<file path="config.mk">
export PLATFORM = sky130hd
export DESIGN_NAME = stopwatch_bcd
export DESIGN_NICKNAME = d
export VERILOG_FILES = /design/src/rtl/stopwatch_bcd.sv
export SDC_FILE = /design/constraint.sdc
export NUM_CORES = 1
export LEC_CHECK = 0
export ABC_AREA = 1
export CORE_MARGIN = 4
export CORE_UTILIZATION = 58
export CTS_BUF_LIST = sky130_fd_sc_hd__clkbuf_4 sky130_fd_sc_hd__clkbuf_8
export CTS_CLUSTER_DIAMETER = 120
export DETAILED_ROUTE_END_ITERATION = 12
export PLACE_DENSITY = 0.9
export SLEW_MARGIN = 10
export SYNTH_ARGS = -nofsm -noshare
export SYNTH_HDL_FRONTEND = slang
export SYNTH_SLANG_ARGS = --single-unit
</file>
<file path="constraint.sdc">
create_clock -name ClkIn -period 2.9 [get_ports ClkIn]
set_input_delay 0.29 -clock ClkIn [delete_from_list [all_inputs] [get_ports ClkIn]]
set_output_delay 0.29 -clock ClkIn [all_outputs]
set_load 0.02 [all_outputs]
</file>
<file path="src/rtl/stopwatch_bcd.sv">
// Stopwatch core: button conditioning, prescaler, IDLE/RUN/STOP/LAP control,
// cascaded BCD decades with a frozen lap display and per-digit 7-segment decode.
module stopwatch_bcd #(
    parameter int CLK_DIV   = 500000,
    parameter int NB_DIGITS = 4,
    parameter bit SEG_POL   = 1'b1
) (
    input  logic                   ClkIn,
    input  logic                   Rst,
    input  logic                   StartStop,
    input  logic                   Lap,
    input  logic                   Clear,
    output logic [4*NB_DIGITS-1:0] Bcd,
    output logic [7*NB_DIGITS-1:0] Seg,
    output logic                   Running,
    output logic                   Ovf
);

    localparam int DIV_W = $clog2(CLK_DIV);
    localparam logic [DIV_W-1:0] DIV_LAST = DIV_W'(CLK_DIV - 1);

    typedef enum logic [1:0] {
        IDLE,
        RUN,
        STOP,
        LAP
    } state_t;

    state_t stateQ;
    state_t stateD;

    logic [2:0] ssSync;
    logic [2:0] lapSync;
    logic [2:0] clrSync;
    logic       ssPress;
    logic       lapPress;
    logic       clrPress;

    logic [DIV_W-1:0] divCnt;
    logic             tick;
    logic             latchLap;

    logic [NB_DIGITS-1:0][3:0] digitQ;
    logic [NB_DIGITS-1:0][3:0] lapQ;
    logic [NB_DIGITS-1:0]      carry;
    logic                      wrap;

    // Three-flop chains: bit 0 = s1, bit 1 = s2, bit 2 = s3.
    always_ff @(posedge ClkIn or posedge Rst) begin
        if (Rst) begin
            ssSync  <= '0;
            lapSync <= '0;
            clrSync <= '0;
        end else begin
            ssSync  <= {ssSync[1:0], StartStop};
            lapSync <= {lapSync[1:0], Lap};
            clrSync <= {clrSync[1:0], Clear};
        end
    end

    always_comb begin
        ssPress  = ssSync[1] & ~ssSync[2];
        lapPress = lapSync[1] & ~lapSync[2];
        clrPress = clrSync[1] & ~clrSync[2];
    end

    always_ff @(posedge ClkIn or posedge Rst) begin
        if (Rst) begin
            stateQ <= IDLE;
        end else begin
            stateQ <= stateD;
        end
    end

    always_comb begin
        stateD   = stateQ;
        latchLap = 1'b0;
        Running  = (stateQ == RUN) || (stateQ == LAP);
        if (clrPress) begin
            stateD = IDLE;
        end else if (ssPress) begin
            case (stateQ)
                IDLE:    stateD = RUN;
                RUN:     stateD = STOP;
                STOP:    stateD = RUN;
                LAP:     stateD = STOP;
                default: stateD = IDLE;
            endcase
        end else if (lapPress) begin
            case (stateQ)
                RUN: begin
                    stateD   = LAP;
                    latchLap = 1'b1;
                end
                LAP:     stateD = RUN;
                default: stateD = stateQ;
            endcase
        end
    end

    // Prescaler only advances while Running; in STOP it holds so resume is exact.
    always_comb begin
        tick = Running && (divCnt == DIV_LAST);
    end

    always_ff @(posedge ClkIn or posedge Rst) begin
        if (Rst) begin
            divCnt <= '0;
        end else if (clrPress) begin
            divCnt <= '0;
        end else if (Running) begin
            divCnt <= tick ? '0 : divCnt + 1'b1;
        end
    end

    // carry[i]: tick arrives at digit i (all lower digits are 9).
    always_comb begin
        logic c;
        c     = tick;
        carry = '0;
        for (int unsigned i = 0; i < NB_DIGITS; i++) begin
            carry[i] = c;
            c        = c && (digitQ[i] == 4'd9);
        end
        wrap = c;
    end

    always_ff @(posedge ClkIn or posedge Rst) begin
        if (Rst) begin
            digitQ <= '0;
        end else if (clrPress) begin
            digitQ <= '0;
        end else begin
            for (int unsigned i = 0; i < NB_DIGITS; i++) begin
                if (carry[i]) begin
                    digitQ[i] <= (digitQ[i] == 4'd9) ? 4'd0 : digitQ[i] + 4'd1;
                end
            end
        end
    end

    // Latched from the pre-increment value when a tick coincides with the press.
    always_ff @(posedge ClkIn or posedge Rst) begin
        if (Rst) begin
            lapQ <= '0;
        end else if (clrPress) begin
            lapQ <= '0;
        end else if (latchLap) begin
            lapQ <= digitQ;
        end
    end

    always_ff @(posedge ClkIn or posedge Rst) begin
        if (Rst) begin
            Ovf <= 1'b0;
        end else if (clrPress) begin
            Ovf <= 1'b0;
        end else if (wrap) begin
            Ovf <= 1'b1;
        end
    end

    always_comb begin
        Bcd = (stateQ == LAP) ? lapQ : digitQ;
    end

    function automatic logic [6:0] segDecode(input logic [3:0] d);
        logic [6:0] s;
        case (d)
            4'd0:    s = 7'b0111111;
            4'd1:    s = 7'b0000110;
            4'd2:    s = 7'b1011011;
            4'd3:    s = 7'b1001111;
            4'd4:    s = 7'b1100110;
            4'd5:    s = 7'b1101101;
            4'd6:    s = 7'b1111101;
            4'd7:    s = 7'b0000111;
            4'd8:    s = 7'b1111111;
            4'd9:    s = 7'b1101111;
            default: s = 7'b0000000;
        endcase
        return s;
    endfunction

    always_comb begin
        Seg = '0;
        for (int unsigned i = 0; i < NB_DIGITS; i++) begin
            Seg[7*i +: 7] = SEG_POL ? segDecode(Bcd[4*i +: 4]) : ~segDecode(Bcd[4*i +: 4]);
        end
    end

endmodule

</file>
### Yosys cells after proc, flatten, opt, wreduce, memory -nomap -nowiden

Memory sizes are Yosys's and may differ from the RTL's.
Cells that the tools add are included.

| cells by class | value |
|---|---|
| add/subtract/negate cells | 5 |
| bitwise gates (word level) | 6 |
| muxes and demuxes | 26 |
| equality and inequality tests | 8 |
| reductions and logical operators | 19 |

Operators by type and width:

| operator | count |
|---|---|
| two-way mux 16 bit | 4 |
| two-way mux 19 bit | 3 |
| two-way mux 4 bit | 8 |
| adder 19 x 1 -> 19 bit (second input constant) | 1 |
| equality test 19 bit (second input constant) | 1 |
| adder 4 x 1 -> 4 bit (second input constant) | 4 |
| equality test 4 bit (second input constant) | 4 |
| nonzero test 2 bit | 7 |
| case mux 2 bit (2 select lines) | 2 |
| two-way mux 1 bit | 6 |
| two-way mux 2 bit | 3 |
| logical AND 1 bit | 5 |
| equality test 2 bit (second input constant) | 2 |
| nonzero test 4 bit | 1 |
| OR reduction 2 bit | 2 |
| bitwise AND 1 bit | 3 |
| NOT 1 bit | 3 |
| nonzero test 3 bit | 1 |
| equality test 2 x 1 -> 1 bit (second input constant) | 1 |
| logical NOT 2 bit | 1 |
| AND reduction 2 bit | 1 |
| logical OR 1 bit | 1 |

| storage, ports and cells | value |
|---|---|
| input bits | 5 |
| memories kept | 4 |
| memory bits (read-only) | 448 |
| flip-flop bits (word level) | 63 |

Memories:

| memory | words | bits a word | rd ports | clocked after Yosys merged registers in | wr ports | RTL line | RTL |
|---|---|---|---|---|---|---|---|
| (no name shown) | 16 | 7 | 1 | 0 | 0 | 169 | `case (d)` |
| (no name shown) | 16 | 7 | 1 | 0 | 0 | 169 |  |
| (no name shown) | 16 | 7 | 1 | 0 | 0 | 169 |  |
| (no name shown) | 16 | 7 | 1 | 0 | 0 | 169 |  |

### Depth between registers and ports, before layout

| depth | value |
|---|---|
| depth after elaboration | 9 |
| depth in mapped cells | 11 |
| depth with buffers taken out | 10 |

### Worst setup path before layout

Ideal clock, no wire load.

| timing | value |
|---|---|
| path type | flip-flop to output port |
| from | reg stateQ[0] |
| to | out Seg[0] |
| slack | 0.018 ns |
| cell stages (with the launch flop) | 9 |
| arrival | 2.592 ns |
| data required time | 2.610 ns |
| cell sequence | dfrtp_1 -> nand2_2 -> buf_6 -> buf_6 -> o21ai_0 -> inv_1 -> ha_1 -> or2_2 -> a31oi_1 |

| on the way | value |
|---|---|
| word-level cells in the longest chain between the ends | 3 |

Ends and longest elaborated chain:

| what | RTL line | RTL |
|---|---|---|
| start, declared | 29 | `state_t stateQ;` |
| start signal, assigned | 71 | `stateQ <= stateD;` |
| equality test 2 bit | 164 | `Bcd = (stateQ == LAP) ? lapQ : digitQ;` |
| two-way mux 16 bit | 164 |  |
| via Bcd[0] | 13 | `output logic [4*NB_DIGITS-1:0] Bcd,` |
| memory (16 x 7 bit) | - |  |
| end, declared | 14 | `output logic [7*NB_DIGITS-1:0] Seg,` |

The timed path passes the listed nets, and every way through them passes these cells.

### Final worst setup path

| timing | value |
|---|---|
| from | reg stateQ[0] |
| to | out Seg[4] |

| on the way | value |
|---|---|
| word-level cells in the longest chain between the ends | 3 |

Ends and longest elaborated chain:

| what | RTL line |
|---|---|
| equality test 2 bit | 164 |
| two-way mux 16 bit | 164 |
| memory (16 x 7 bit) | - |

Every way passes these cells.

==> impl_metrics.ini <==
[final_layout]
regArea_sq_um = 1580
n_antenna_cell = 0
postLayoutCoreUtil_pct = 73.0
layout_commonest_cell = nand2_1
area_delta_synth_final_pct = 22.6
drive_above_1_share_pct = 10.6
layout.nets = 630
fillers = 492
multi_input_area_sq_um = 2170
final_cell_mix = nand2_1 (129), inv_1 (65), dfrtp_1 (61), nor2_1 (58), o21ai_0 (43)

[clocking]
htreeDepth = 3
cts_root_buffer = clkbuf_8
cts_buffers = 9
cts_tree = done
clk_latency_ps = 350
clk_pin_slew_worst_paths_ps = 70
cts_buffer_depth = 2
clock_sinks = 63

[route]
postRouteAntennaNets = 0
viasPerCell = 5.31
drtIter0Drc = 225
num_vias = 3674
drc = 0
firstDrtPassIters = 5
drt-total-wl_um = 9260
routed_wire_length_per_instance_um = 13.4

[min_path]
hold_depth = 0
hold_path.class = reg2reg

[sta]
skew_ps = 9.65
fin_crit_sh_pct = 94.3
hold_violations = 0
maxSlewViolCount = 0
worstMarginPinSlew_ps = 671
tns_ps = 0
rsz0062_at_grt = false
max-slew-margin-rel_pct = 55.2
setup_viol = 0
min_period_ps = 2730
achievable-frequency_mhz = 366

[yosys]
ys_seq_area_share_pct = 39.0
yosys_warnings = 0
synth_cell_type_count = 35
syn-num-nets = 565
synth_area_per_cell_sq_um = 7.68
synth-seq-cells = 63
netlist_instances = 527
netlist_area_sq_um = 4050

[setup_path]
crit_path_end = Seg[4]
cp_max_fo = 12
critPathLaunchType = flop
r2r_setup_slack_ps = 790
critPathLaunch = stateQ[0]
critPathKind = reg2out
r2r_end = digitQ[5]
critical_path_arrival_ps = 2440
required_ps = 2610
cp-end-kind = output pin
rr_worst_depth = 8
r2r-start = divCnt[0]

[power]
leakage_nw = 2.56
ir_drop_v = 0.000388
power_w = 0.00256
power_density_nw_per_um2 = 516

[global_route]
track_usage_pct = 23.3
grt_max_degree = 34
grt_pass1_wl_um = 16000
grt_pass1_vias = 3578
antenna_found_initial = 0
gr-total-overflow = 0

[placed_design]
io_buffer_count = 50
place_congestion = 0.861
dp_hpwl_um = 6570

[floorplanning]
initial_core_util_pct = 59.6
die_h_um = 91.5
coreArea_sq_um = 6790
io-pin-count = 51
die_width_um = 91.5
rows = 30
fp.dieArea_sq_um = 8380

[run_status]
status = completed

[flow_run]
drv_cap = 0
[worst max-delay path, stage by stage (launching register included)]
cell,delay [ps]
dfrtp_2,440
nand2_4,130
buf_4,190
o21ai_2,190
inv_1,150
ha_1,220
a22o_1,230
clkdlybuf4s50_1,540
[state kept, by name, indices dropped and copies added, names as in the netlist]
name	flops
divCnt	19
digitQ	16
Ovf	1
clrSync	3
ssSync	3
lapSync	3
stateQ	2
lapQ	16
[Yosys cell counts]
cell type / number / share of area (%)
nand2_1: 129 / 12
o21ai_1: 2 / 0.25
nor2_1: 58 / 5.4
a21o_1: 1 / 0.19
a22o_1: 2 / 0.43
clkbuf_1: 3 / 0.28
o21a_1: 1 / 0.19
nor2_2: 3 / 0.46
o22ai_1: 1 / 0.15
buf_1: 2 / 0.19
o21ai_4: 5 / 2.0
nor3b_1: 1 / 0.19
o21ai_0: 45 / 5.6
a31oi_1: 7 / 1.1
o21ai_2: 5 / 1.1
buf_6: 2 / 0.56
o211ai_1: 1 / 0.19
dfrtp_1: 63 / 39
a21oi_1: 12 / 1.5
or2_1: 3 / 0.46
xor2_1: 14 / 3.0
nand3_1: 23 / 2.8
buf_4: 1 / 0.19
inv_2: 5 / 0.46
buf_2: 4 / 0.49
nor3_1: 7 / 0.87
ha_1: 33 / 10
xnor2_1: 3 / 0.65
nand2_2: 3 / 0.46
nand4_1: 12 / 1.9
nand3b_1: 1 / 0.19
o31ai_1: 3 / 0.56
or2_2: 5 / 0.77
nor3_2: 1 / 0.25
inv_1: 66 / 6.1
[through the flow]
step                      hold WS (ps)  cell area, sq um  std cells  setup WS, ps
after floorplan                    321              4050        527          18.5
after global placement             333              4720        675           236
after detailed placement           338              4720        675           103
after CTS                          353              4910        691          4.44
after global routing               360              4960        692          26.3
final                              351              4960        692           166
[worst min path at each step]
stage | from | to | slack, ps
floorplan | Clear | clrSync[0] | 320
global placement | lapSync[0] | lapSync[1] | 330
detailed placement | lapSync[0] | lapSync[1] | 340
CTS | lapSync[0] | lapSync[1] | 350
global route | lapSync[0] | lapSync[1] | 360
finish | lapSync[0] | lapSync[1] | 350
[power by group]
| group | internal (W) | total, W | switching [W] |
|---|---|---|---|
| Clock | 0.000333 | 0.000668 | 0.000335 |
| Combinational | 0.000385 | 0.000918 | 0.000533 |
| Sequential | 0.000925 | 0.000972 | 0.0000468 |
[logic make-up (layout without fill, tap and decap cells)]
group / after synthesis / count (layout) / share of synthesized area (%)
adders and majority gates: 33 / 33 / 10.2
xor gates and xnor gates: 17 / 17 / 3.68
AOI/OAI and AO/OA: 85 / 85 / 13.2
and+or+nand+nor: 246 / 247 / 25.7
buffers and inverters: 83 / 151 / 8.29
DFF: 63 / 63 / 39.0
[cell type report]
class                      instances  area share, %
sequential                        63           31.8
clock inverter                     4          0.454
multi-input combinational        382           43.7
clock buffer                      11           2.93
inverter                          71           5.37
timing repair buffer              65           13.3
tap                               96           2.42
[layer usage]
layer / up-vias / track usage (%) / share of wire [%]
met5: - / 0 / 0
met4: 0 / 7.54 / 1.4
met3: 19 / 6.21 / 6.6
met2: 128 / 40.4 / 50
met1: 1715 / 27.9 / 42
li1: 1812 / - / -
[repair_timing]
action | CTS | global route
hold buffers | 0 | 0
pin swaps | 1 | 0
endpoints found under the setup margin | 18 | 15
buffers inserted | 0 | 1
cloned | 1 | 0
hold endpoints to repair | 0 | 0
resized for setup | 11 | 15
(Power assumes the default switching activity.)
